## config.mk

```make
export PLATFORM = sky130hd
export DESIGN_NAME = bf_chk_stable
export DESIGN_NICKNAME = d
export VERILOG_FILES = /design/src/rtl/bf_resp_checker_pkg.sv /design/src/rtl/bf_resp_checker_stable.sv
export SDC_FILE = /design/constraint.sdc
export NUM_CORES = 1
export LEC_CHECK = 0
export ABC_AREA = 1
export CAP_MARGIN = 20
export CORE_UTILIZATION = 32
export DETAILED_ROUTE_END_ITERATION = 8
export HOLD_SLACK_MARGIN = 0.08
export PLACE_DENSITY = 0.62
export SLEW_MARGIN = 20
export SYNTH_ARGS = -nofsm -noshare
export SYNTH_HDL_FRONTEND = slang
export SYNTH_SLANG_ARGS = --single-unit
```

## constraint.sdc

```tcl
create_clock -name clk -period 1.11 [get_ports clk]
set_input_delay 0.111 -clock clk [delete_from_list [all_inputs] [get_ports clk]]
set_output_delay 0.111 -clock clk [all_outputs]
set_load 0.01 [all_outputs]
```

## src/rtl/bf_resp_checker_pkg.sv

```systemverilog
// Shared types and constants for the boolean-function response checker.
// Optional build macro: BF_RESP_CHECKER_HALT_ON_ERR_EN (see bf_resp_checker).
package bf_chk_pkg;

  localparam int VEC_W     = 3;
  localparam int LUT_DEPTH = 8;

  localparam logic [LUT_DEPTH-1:0] MAJ3_TT = 8'hE8;

  typedef logic [VEC_W-1:0] vec_t;

  typedef enum logic [1:0] {
    ST_IDLE,
    ST_RUN,
    ST_DONE
  } state_t;

endpackage

```

## src/rtl/bf_resp_checker_stable.sv

```systemverilog
// Samples {a,b,c,x} and emits one chk_evt per window stable for SETTLE
// cycles; clr restarts the stability count.
module bf_chk_stable
  import bf_chk_pkg::*;
#(
  parameter int SETTLE = 2
) (
  input  logic clk,
  input  logic rst,
  input  logic clr,
  input  logic a,
  input  logic b,
  input  logic c,
  input  logic x,
  output vec_t vec,
  output logic x_s,
  output logic chk_evt
);

  localparam logic [3:0] SET_C = 4'(SETTLE);

  logic [3:0] samp_q, samp_d;
  logic [3:0] stab_q, stab_d;
  logic       evt_q, evt_d;

  always_comb begin
    samp_d = {a, b, c, x};
    stab_d = stab_q;
    if (clr || samp_d != samp_q) begin
      stab_d = '0;
    end else if (stab_q != SET_C) begin
      stab_d = stab_q + 4'd1;
    end
    // fire only on the edge the count first reaches SETTLE
    evt_d = (stab_d == SET_C) && (stab_q != SET_C);
  end

  always_ff @(posedge clk) begin
    if (rst) begin
      samp_q <= '0;
      stab_q <= '0;
      evt_q  <= 1'b0;
    end else begin
      samp_q <= samp_d;
      stab_q <= stab_d;
      evt_q  <= evt_d;
    end
  end

  assign vec     = samp_q[3:1];
  assign x_s     = samp_q[0];
  assign chk_evt = evt_q;

endmodule

```

==> results.py, run 1 <==
metrics = {
    "run_status": {
        "status": "finished clean",
    },
    "layout": {
        "layout-drive-gt1-share_pct": 30.85,
        "insertedDiodeCount": 0,
        "nets": 104,
        "fillers": 147,
        "syn_to_final_growth_pct": 51.69,
    },
    "worst_setup_path": {
        "worstReg2RegStart": "stab_q[0]$_SDFF_PP0_",
        "cp.arrival_ns": 1.23,
        "critPathLaunchType": "register",
        "critPathKind": "reg -> reg",
        "r2r_setup_slack_ns": 0.05,
        "critPathCaptureType": "register",
        "worstPathRequired_ns": 1.27,
        "ff2ff_path_depth": 8,
        "path_max_fanout": 3,
        "reg2reg_to": "chk_evt$_SDFF_PP0_",
    },
    "cts": {
        "htreeDepth": 1,
        "post_cts_buffers": 0,
        "cts_buffers": 3,
        "ctsHoldBuffers": 0,
        "clk_path_buf_depth": 2,
        "clk_pin_slew_ns": 0.06,
        "clockRootBuffer": "clkbuf_4",
        "cts_sinks": 9,
        "cts_tree": "yes",
        "insertion_delay_ns": 0.26,
    },
    "synthesis": {
        "synth-simple-area-share_pct": 37.40,
        "synth_cell_types": 15,
        "yosysWarnings": 0,
        "netlist_instances": 72,
        "synth_compound_area_share_pct": 4.935,
        "synth_top_family_by_area": "simple AND/OR/NAND/NOR gates",
        "synth_seq_cells": 9,
        "synthAdderAreaFrac_pct": 5.195,
        "syn-cell-area_um2": 481.7,
        "synthMuxAreaShare_pct": 0,
        "avgSynthCellArea_um2": 6.690,
        "yosysSeqAreaShare_pct": 37.40,
        "synth_xor_area_share_pct": 1.818,
        "synth_nets": 81,
    },
    "floorplanning": {
        "core_area_mm2": 0.001350,
        "io_pins": 12,
        "dieArea_mm2": 0.001665,
        "initial_core_util_pct": 35.68,
        "row_count": 13,
        "die_x_um": 40.80,
        "die_h_um": 40.80,
    },
    "global_routing": {
        "grt.overflow.total": 0,
        "grt_pass1_vias": 368,
        "grt_max_degree": 6,
        "grt_pass1_wl_um": 1297,
        "grt_usage_pct": 12.50,
        "antenna_found_initial": 0,
    },
    "sta": {
        "slew_violations": 0,
        "max_freq_mhz": 939.5,
        "setup_viol_count_final": 0,
        "setup_ws_ns": 0.04563,
        "tightest_slew_ns": 0.1693,
        "fin_crit_ns": 1.064,
        "hold_violations": 0,
        "fin_crit_sh_pct": 95.89,
        "final.setup_skew_ns": 0.002522,
        "slew_headroom_pct": 88.67,
        "rsz0062_at_grt": "yes",
    },
    "worst_hold_path": {
        "min_to": "samp_q[3]$_SDFF_PP0_",
        "hold_start": "a",
        "worstHoldPathType": "in -> reg",
        "hold_depth": 3,
    },
    "power": {
        "powerDensity_mw_per_mm2": 948.8,
        "p_leak_nw": 0.3680,
        "peakVddDrop_uv": 720.5,
        "p_total_w": 0.0006933,
    },
    "detailed_routing": {
        "remaining_drc_errors": 0,
        "vias": 477,
        "ant_nets": 0,
        "avgRoutedWirePerCell_um": 8.119,
        "via_per_inst": 4.376,
        "drtPass1Iterations": 3,
        "drt_iter0_drc": 7,
        "drt_wl_total_um": 885,
    },
    "run": {
        "maxCapViolations": 0,
    },
    "place": {
        "routabilityCongestion": 0.7513,
        "port_buffers": 11,
        "dp_hpwl_um": 710.1,
        "dp_slack_ns": -0.1120,
    },
}
worst max-delay path, stage by stage, from the launching register on:
cell,delay [ns]
dfxtp_4,0.37
inv_2,0.05
ha_4,0.16
nand2_2,0.07
nand2_2,0.07
nand2_2,0.06
nand4_1,0.08
nand2_1,0.06
nor2_1,0.03
sequential cells by signal (all words and copies together), names as in the netlist:
signal   count
samp_q       4
stab_q       4
chk_evt      1
metrics by stage:
step	setup TNS (ns)	area (µm²)	hold WS, ns	util (%)	std cells
global placement	-0.4106	663.1	0.5323	49.12	105
detailed placement	-0.4935	663.1	0.5374	49.12	105
global route	-0.03137	730.7	0.4282	54.12	109
CTS	0	686.9	0.4004	50.88	109
floorplan	0	481.7	0.1829	-	72
finish	0	730.7	0.4042	54.12	109
worst max-delay path by stage:
stage                           endpoint                 start  cells past startpoint  slack (ns)
finish                chk_evt$_SDFF_PP0_  stab_q[0]$_SDFF_PP0_                      8        0.05
detailed placement  stab_q[3]$_SDFF_PP0_                     x                      7       -0.11
global placement      chk_evt$_SDFF_PP0_                     x                      7        -0.1
CTS                   chk_evt$_SDFF_PP0_  stab_q[1]$_SDFF_PP0_                      8        0.02
global route          chk_evt$_SDFF_PP0_  stab_q[1]$_SDFF_PP0_                      8       -0.03
floorplan             chk_evt$_SDFF_PP0_  stab_q[0]$_SDFF_PP0_                      8        0.04
Yosys cell counts:
master   instances  share of area, %
nor2_1          12               9.3
inv_2            2               1.6
a21oi_1          1               1.0
nand3_2          2               4.2
nand3_1          2               2.1
inv_1           15                12
o21ai_0          2               2.1
nor2_4           1               2.3
nand4_2          1               2.6
xor2_1           1               1.8
dfxtp_1          9                37
a21oi_2          1               1.8
ha_1             2               5.2
nand2_1         20                16
nand4_1          1               1.3
cells by family after synthesis:
| group | after synthesis |
|---|---|
| buffers and inverters | 17 |
| AOI/OAI and AO/OA | 4 |
| adders and majority gates | 2 |
| and+or+nand+nor | 39 |
| DFF | 9 |
| xor gates and xnor gates | 1 |
placed cells by master, fill, tap and decap left out:
cell	instances
nand2_1	17
clkdlybuf4s50_1	6
dlygate4sd2_1	5
nand3_2	2
clkbuf_4	3
nor2_1	11
dfxtp_4	2
nand4_1	1
o21ai_2	1
nand3_1	2
buf_4	7
xor2_1	1
o21ai_0	1
ha_4	2
clkbuf_1	1
a21oi_1	1
dfxtp_1	6
nor2_2	1
inv_2	4
dfxtp_2	1
nand2_2	3
nor2_4	1
inv_1	13
nand4_2	1
a21oi_2	1
power by group:
group | internal, W | switching [W]
Clock | 0.000139 | 0.000119
Combinational | 0.0000532 | 0.0000492
Sequential | 0.000327 | 0.00000649
layout make-up:
class	count	area [µm²]	share of cell area, %
tap	15	18.77	2.568
inverter	17	63.81	8.733
clock buffer	4	26.28	3.596
multi-input combinational	46	276.5	37.84
sequential	9	188.9	25.86
timing repair buffer	18	156.4	21.40
what timing repair did:
| item | 4_1_cts | 5_1_grt |
|---|---|---|
| pin swaps | 3 | 3 |
| resized for setup | 8 | 14 |
| setup endpoints to repair | 6 | 3 |
layer usage:
metal	part of all wire, %	wire [µm]	GRT usage, %	up-vias
met5	0	0	0	-
met4	3.8	34	12.50	0
met3	5.8	51	3.804	5
met2	45	400	18.75	12
met1	45	398	13.49	199
li1	-	-	-	261
Note: power is estimated with default switching activity, not from simulation.
==> run 2: changes to the inputs <==
--- a/config.mk
+++ b/config.mk
@@ -9,6 +9,7 @@
 export CAP_MARGIN = 20
 export CORE_UTILIZATION = 32
 export DETAILED_ROUTE_END_ITERATION = 8
+export GPL_ROUTABILITY_DRIVEN = 0
 export HOLD_SLACK_MARGIN = 0.08
 export PLACE_DENSITY = 0.62
 export SLEW_MARGIN = 20
==> results of run 2 <==
The final DEF is identical to that of run 1; final timing and power are the same.
